`src/rtl/regfile_seq_pkg.sv`:
```
// Shared types and default widths for the regfile command sequencer.
package regfile_seq_pkg;

  localparam int DATA_W_DEF = 16;
  localparam int IDX_W_DEF  = 3;

  typedef enum logic [1:0] {
    OP_WRITE = 2'b00,
    OP_READ  = 2'b01,
    OP_COPY  = 2'b10,
    OP_SWAP  = 2'b11
  } cmd_op_t;

  typedef enum logic [2:0] {
    IDLE = 3'd0,
    RD_A = 3'd1,
    RD_B = 3'd2,
    WR_A = 3'd3,
    WR_B = 3'd4,
    DONE = 3'd5
  } seq_state_t;

endpackage

```
`src/rtl/regfile_sequencer.sv`:
```
// Master-side sequencer for the 8x16 regfile: executes one WRITE/READ/COPY/SWAP
// command at a time through the regfile's combinational read and edge write.
//
// state | meaning
// IDLE  | ready for a command; fields latched on acceptance
// RD_A  | readnum = ra, capture tmp_a (and rd_data for READ)
// RD_B  | readnum = rb, capture tmp_b
// WR_A  | write ra with imm (WRITE) or tmp_b (COPY/SWAP)
// WR_B  | write rb with tmp_a (SWAP second half)
// DONE  | one-cycle done pulse, not ready
import regfile_seq_pkg::*;

module regfile_sequencer #(
  parameter int DATA_W = DATA_W_DEF,
  parameter int IDX_W  = IDX_W_DEF
) (
  input  logic              clk,
  input  logic              reset,
  input  logic              cmd_valid,
  output logic              cmd_ready,
  input  logic [1:0]        cmd_op,
  input  logic [IDX_W-1:0]  cmd_ra,
  input  logic [IDX_W-1:0]  cmd_rb,
  input  logic [DATA_W-1:0] cmd_imm,
  output logic              done,
  output logic [DATA_W-1:0] rd_data,
  output logic [DATA_W-1:0] rf_data_in,
  output logic [IDX_W-1:0]  rf_writenum,
  output logic              rf_write,
  output logic [IDX_W-1:0]  rf_readnum,
  input  logic [DATA_W-1:0] rf_data_out
);

  seq_state_t        state, state_nxt;
  cmd_op_t           op;
  logic [IDX_W-1:0]  ra, rb;
  logic [DATA_W-1:0] imm, tmp_a, tmp_b;

  logic accept;
  assign accept = (state == IDLE) && cmd_valid;

  // State register; async reset drops every decoded output at once.
  always_ff @(posedge clk or posedge reset) begin
    if (reset) state <= IDLE;
    else       state <= state_nxt;
  end

  // Command fields, read captures and READ result.
  // rd_data takes the bus value directly in RD_A because tmp_a is loaded on
  // that same edge and would otherwise be one command stale.
  always_ff @(posedge clk or posedge reset) begin
    if (reset) begin
      op      <= OP_WRITE;
      ra      <= '0;
      rb      <= '0;
      imm     <= '0;
      tmp_a   <= '0;
      tmp_b   <= '0;
      rd_data <= '0;
    end else begin
      if (accept) begin
        op  <= cmd_op_t'(cmd_op);
        ra  <= cmd_ra;
        rb  <= cmd_rb;
        imm <= cmd_imm;
      end
      if (state == RD_A) begin
        tmp_a <= rf_data_out;
        if (op == OP_READ) rd_data <= rf_data_out;
      end
      if (state == RD_B) tmp_b <= rf_data_out;
    end
  end

  // Next-state sequencing per opcode.
  always_comb begin
    state_nxt = state;
    case (state)
      IDLE: begin
        if (cmd_valid) begin
          case (cmd_op_t'(cmd_op))
            OP_WRITE: state_nxt = WR_A;
            OP_READ:  state_nxt = RD_A;
            OP_COPY:  state_nxt = RD_B;
            OP_SWAP:  state_nxt = RD_A;
            default:  state_nxt = IDLE;
          endcase
        end
      end
      RD_A:    state_nxt = (op == OP_READ) ? DONE : RD_B;
      RD_B:    state_nxt = WR_A;
      WR_A:    state_nxt = (op == OP_SWAP) ? WR_B : DONE;
      WR_B:    state_nxt = DONE;
      DONE:    state_nxt = IDLE;
      default: state_nxt = IDLE;
    endcase
  end

  // Regfile port and handshake decode from state and latched fields only.
  always_comb begin
    cmd_ready   = 1'b0;
    done        = 1'b0;
    rf_write    = 1'b0;
    rf_writenum = '0;
    rf_data_in  = '0;
    rf_readnum  = '0;
    case (state)
      IDLE: cmd_ready = 1'b1;
      RD_A: rf_readnum = ra;
      RD_B: rf_readnum = rb;
      WR_A: begin
        rf_write    = 1'b1;
        rf_writenum = ra;
        rf_data_in  = (op == OP_WRITE) ? imm : tmp_b;
      end
      WR_B: begin
        rf_write    = 1'b1;
        rf_writenum = rb;
        rf_data_in  = tmp_a;
      end
      DONE: done = 1'b1;
      default: ;
    endcase
  end

endmodule

```
`config.mk`:
```
export PLATFORM = sky130hd
export DESIGN_NAME = regfile_sequencer
export DESIGN_NICKNAME = d
export VERILOG_FILES = /design/src/rtl/regfile_seq_pkg.sv /design/src/rtl/regfile_sequencer.sv
export SDC_FILE = /design/constraint.sdc
export NUM_CORES = 1
export LEC_CHECK = 0
export ABC_AREA = 1
export CORE_MARGIN = 2
export CORE_UTILIZATION = 28
export CTS_CLUSTER_DIAMETER = 120
export DETAILED_ROUTE_END_ITERATION = 6
export HOLD_SLACK_MARGIN = 0.03
export PLACE_DENSITY = 0.52
export SYNTH_ARGS = -nofsm -noshare
export SYNTH_HDL_FRONTEND = slang
export SYNTH_SLANG_ARGS = --single-unit
```
`constraint.sdc`:
```
create_clock -name clk -period 4.7 [get_ports clk]
set_clock_uncertainty 0.1 [all_clocks]
set_input_delay 0.94 -clock clk [delete_from_list [all_inputs] [get_ports clk]]
set_output_delay 0.94 -clock clk [all_outputs]
set_load 0.02 [all_outputs]
```
Word-level counts from Yosys, hierarchy flattened

Index checks and enable logic that the tools add are counted.

Register bits: 75
Output and inout bits: 41
Word-level logic and storage cells: 38

Reduce and logical (&&, ||, !) cells: 7
Eq/ne operators: 11
Mux-type cells: 12

Operators with widths:

| cell                                                 | number |
|---|---|
| case mux 16 bit (2 select lines)                     | 1 |
| 2-to-1 mux 16 bit                                    | 1 |
| case mux 3 bit (5 select lines)                      | 1 |
| case mux 3 bit (2 select lines)                      | 2 |
| case mux 3 bit (3 select lines)                      | 1 |
| equality test 2 bit (second input constant)          | 3 |
| equality test 3 x 2 -> 1 bit (second input constant) | 2 |
| equality test 3 bit (second input constant)          | 2 |
| 2-to-1 mux 3 bit                                     | 2 |
| equality test 2 x 1 -> 1 bit (second input constant) | 2 |
| logical NOT 2 bit                                    | 2 |
| 2-to-1 mux 1 bit                                     | 4 |
| OR reduction 2 bit                                   | 2 |
| equality test 3 x 1 -> 1 bit (second input constant) | 1 |
| logical NOT 3 bit                                    | 1 |
| != test 2 bit (second input constant)                | 1 |
| AND reduction 2 bit                                  | 1 |
| logical AND 1 bit                                    | 1 |

Logic depth before layout (Yosys ltp)

Word-level depth: 5
Gate-level depth with buffers: 8
Mapped depth without buffers: 6

Worst setup path after synthesis

OpenSTA, ideal clock, no wires.

Kind: register to output
From: register op[0]
To: output rf_data_in[0]
Path slack: 2193 ps
Buffers on the path: 1
Required time: 3660 ps
Cell stages (with the launch flop): 5
Arrival time: 1467 ps
Cell sequence: dfrtp_1 nor2_1 clkbuf_1 o21ai_0 o21ai_0

Cells in the longest elaborated chain, start to end: 3

RTL lines:

| item                             | RTL line                 | source |
|---|---|---|
| start, declared                  | regfile_sequencer.sv:35  | `cmd_op_t op;` |
| start signal, assigned           | regfile_sequencer.sv:62  | `op <= cmd_op_t'(cmd_op);` |
| logical NOT 2 bit                | regfile_sequencer.sv:114 | `rf_data_in = (op == OP_WRITE) ? imm : tmp_b;` |
| 2-to-1 mux 16 bit                | regfile_sequencer.sv:114 |  |
| case mux 16 bit (2 select lines) | regfile_sequencer.sv:107 | `case (state)` |
| end, declared                    | regfile_sequencer.sv:27  | `output logic [DATA_W-1:0] rf_data_in,` |

Every way passes these cells.

Final worst setup path

From: register state[2]
To: output rf_readnum[2]

Cells in the longest elaborated chain, start to end: 2

RTL lines:

| item                                                                                | RTL line                 | source |
|---|---|---|
| start, declared                                                                     | regfile_sequencer.sv:34  | `seq_state_t state, state_nxt;` |
| start signal, assigned                                                              | regfile_sequencer.sv:45  | `else state <= state_nxt;` |
| equality test 3 x 2 -> 1 bit / equality test 3 x 1 -> 1 bit (equally long branches) | regfile_sequencer.sv:107 |  |
| case mux 3 bit (2 select lines) *                                                   | regfile_sequencer.sv:107 |  |
| end, declared                                                                       | regfile_sequencer.sv:30  | `output logic [IDX_W-1:0] rf_readnum,` |

Every way passes the cells marked *; elsewhere a longest branch is shown, timed or not.

==> flow_metrics.env <==
export IMPL_cp_top_family="buffers and inverters"
export IMPL_crit_arrival_ns=2.90
export IMPL_finalMaxSlewViolations=0
export IMPL_crit_required_ns=3.66
export IMPL_die_width_um=112
export IMPL_drtIter0Drc=161
export IMPL_instances_no_fill=609
export IMPL_cp_num_cells=4
export IMPL_synth_seq_area_share_pct=57.0
export IMPL_tightest_slew_ns=0.725
export IMPL_grtUsageTotal_pct=14.8
export IMPL_core_area_sq_um=11500
export IMPL_grt_util_met2_pct=22.9
export IMPL_ys_types=22
export IMPL_grt_met1_usage_pct=20.5
export IMPL_cts_buffers=9
export IMPL_min_delay_path_depth=2
export IMPL_fin_crit_sh_pct=83.9
export IMPL_placed_cells=593
export IMPL_cts_sinks=75
export IMPL_syn2layout_area_growth_pct=37.5
export IMPL_cts_htree_levels=3
export IMPL_timing_slew_headroom_pct=51.6
export IMPL_finish_instance_area_sq_um=4530
export IMPL_grt_max_degree=44
export IMPL_final_hold_viol_count=0
export IMPL_crit_type="register to output pin"
export IMPL_holdWs_ns=0.379
export IMPL_antenna_left=0
export IMPL_hold_class="register to register"
export IMPL_met3_usage_pct=3.83
export IMPL_place_area_sq_um=4210
export IMPL_fin_tns_setup_ns=0
export IMPL_diodes=0
export IMPL_crit_buf_inv=2
export IMPL_route_detailed_drc=0
export IMPL_clkTransAtPathRegs_ns=0.06
export IMPL_cts_hold_buffers=0
export IMPL_cts_tree="yes"
export IMPL_cap_violations=0
export IMPL_ff2ff_path_depth=5
export IMPL_final_nets=504
export IMPL_outcome="finished, final reports clean"
export IMPL_grt_pass1_vias=2815
export IMPL_path_max_fanout=37
export IMPL_avgSynthCellArea_sq_um=8.57
export IMPL_cts_buffer_depth=2
export IMPL_setup_viol=0
export IMPL_root_buffer="clkbuf_16"
export IMPL_grt_ovfl_total=0
export IMPL_netlist_instances=384
export IMPL_grt_pass1_wl_um=14600
export IMPL_nFillCells=1173
export IMPL_power_density_nw_per_um2=723
export IMPL_syn_nets=427
export IMPL_leakagePower_nw=2.09
export IMPL_drt_pre_antenna_iters=4
export IMPL_gp_congestion=0.755
export IMPL_routed_wl_um=8900
export IMPL_antenna_found_initial=0
export IMPL_vias=2821
export IMPL_ctsResizeCount=0
export IMPL_period_needed_ns=3.94
export IMPL_worstSetupEndpointType="output pin"
export IMPL_synth_warnings=0
export IMPL_max_stage_delay_ns=0.65
export IMPL_cp_start_kind="register"
export IMPL_post_drt_wl_per_cell_um=14.6
export IMPL_cts_setup_buffers=0
export IMPL_path_cells="inv_2, nand3_2, o22ai_1, clkdlybuf4s50_1"
export IMPL_layout_setup_ws_ns=0.756
export IMPL_rows=39
export IMPL_layout_drive_gt1_share_pct=6.44
export IMPL_synth_area_sq_um=3290
export IMPL_ios=84
export IMPL_crit_slowest_cell="clkdlybuf4s50_1"
export IMPL_rsz0062_at_grt="false"
export IMPL_design_die_area_sq_um=12600
export IMPL_dieHeight_um=112
export IMPL_peakVddDrop_uv=274
export IMPL_synth_seq_cells=75
export IMPL_start_util_pct=28.7
export IMPL_place_ws_ns=1.12
export IMPL_numPortBuffers=83
export IMPL_grt_busiest_layer="met2"
export IMPL_insertion_delay_ns=0.33
export IMPL_hpwl_um=6110
export IMPL_fmax_ghz=0.254
export IMPL_via_per_inst=4.63
[kinds of logic (layout without fill, tap and decap cells)]
kind of cell | after synthesis | in the layout | synth area share, %
AND/OR/NAND/NOR | 141 | 141 | 18.3
flip-flops | 75 | 75 | 57.0
buffers and inverters | 62 | 144 | 8.32
AO/OA/AOI/OAI | 106 | 106 | 16.3
[placed cells by master (no fill, tap or decap)]
cell type        Yosys  routed
clkdlybuf4s50_1      0      83
dfrtp_1             75      75
o21ai_0             69      69
nand2_1             66      66
nor2_1              42      42
inv_1               40      39
nand3_1             24      24
a21oi_1             18      18
o21ai_1             13      13
clkbuf_16            0       9
o22ai_1              6       6
clkinv_2             0       3
clkbuf_8             0       3
buf_4                3       3
nand3_2              2       2
nand2_2              2       2
nor2_4               2       2
inv_2                1       1
nor2_2               1       1
inv_4                1       1
nand2_4              1       1
nor3_1               1       1
clkinvlp_4           0       1
bufinv_16            0       1
[cell type report]
type	count	area, sq um	area share, %
inverters	42	161	3.57
flip-flops and latches	75	1880	41.5
clock buffers	12	267	5.89
multi-input cells	247	1140	25.2
repair buffers	86	853	18.9
well taps	143	179	3.95
clock inverters	4	47.5	1.05
[state kept, by name, summed over array words and instances, names as in the netlist]
name / flops
op: 2
ra: 3
tmp_a: 16
rd_data: 16
tmp_b: 16
rb: 3
state: 3
imm: 16
[per-layer routing]
metal	vias up	part of all wire (%)
met2	82	49
met1	1330	46
met4	0	0.38
met5	-	0
met3	2	4.6
li1	1407	-
[worst reg2reg max path: cells and delay by family (launching register included)]
kind / cells / cell delay (ns)
flip-flops: 1 / 0.81
AND/OR/NAND/NOR: 3 / 0.75
buffers and inverters: 1 / 0.20
AO/OA/AOI/OAI: 1 / 0.19
[power breakdown]
group	internal, mW	switching (mW)
registers	0.964	0.191
clock network	0.453	0.260
logic	0.557	0.845
[stage by stage]
stage / util (%) / total power [mW]
6_report: 39.5 / 3.27
4_1_cts: 39.5 / 3.31
3_5_place_dp: 36.7 / 2.58
3_3_place_gp: 36.7 / 2.55
5_1_grt: 39.5 / 3.52
2_1_floorplan: - / 2.00
[Yosys cell counts]
master	instances	area, sq um
dfrtp_1	75	1880
o21ai_0	69	345
nand2_1	66	248
nor2_1	42	158
inv_1	40	150
nand3_1	24	120
a21oi_1	18	90.1
o21ai_1	13	65.1
clkbuf_1	10	37.5
o22ai_1	6	37.5
buf_2	3	15.0
buf_4	3	22.5
buf_6	3	33.8
nand2_2	2	12.5
nand3_2	2	20.0
nor2_4	2	22.5
clkbuf_2	1	5.00
inv_2	1	3.75
inv_4	1	6.26
nand2_4	1	11.3
nor2_2	1	6.26
nor3_1	1	5.00
[final timing paths]
check,startpoint,endpoint,slack (ns)
min in group asynchronous,reset,ra[0]$_DFFE_PP0P_,0.91
hold reg to reg,tmp_b[7]$_DFFE_PP0N_,tmp_b[7]$_DFFE_PP0N_,0.38
hold / removal,tmp_b[7]$_DFFE_PP0N_,tmp_b[7]$_DFFE_PP0N_,0.38
setup reg to reg,state[2]$_DFFE_PP0P_,state[1]$_DFFE_PP0P_,2.55
setup / recovery,state[2]$_DFFE_PP0P_,rf_readnum[2],0.76
max in group asynchronous,reset,tmp_b[14]$_DFFE_PP0N_,2.87
Power figures use the tool's default switching activity.
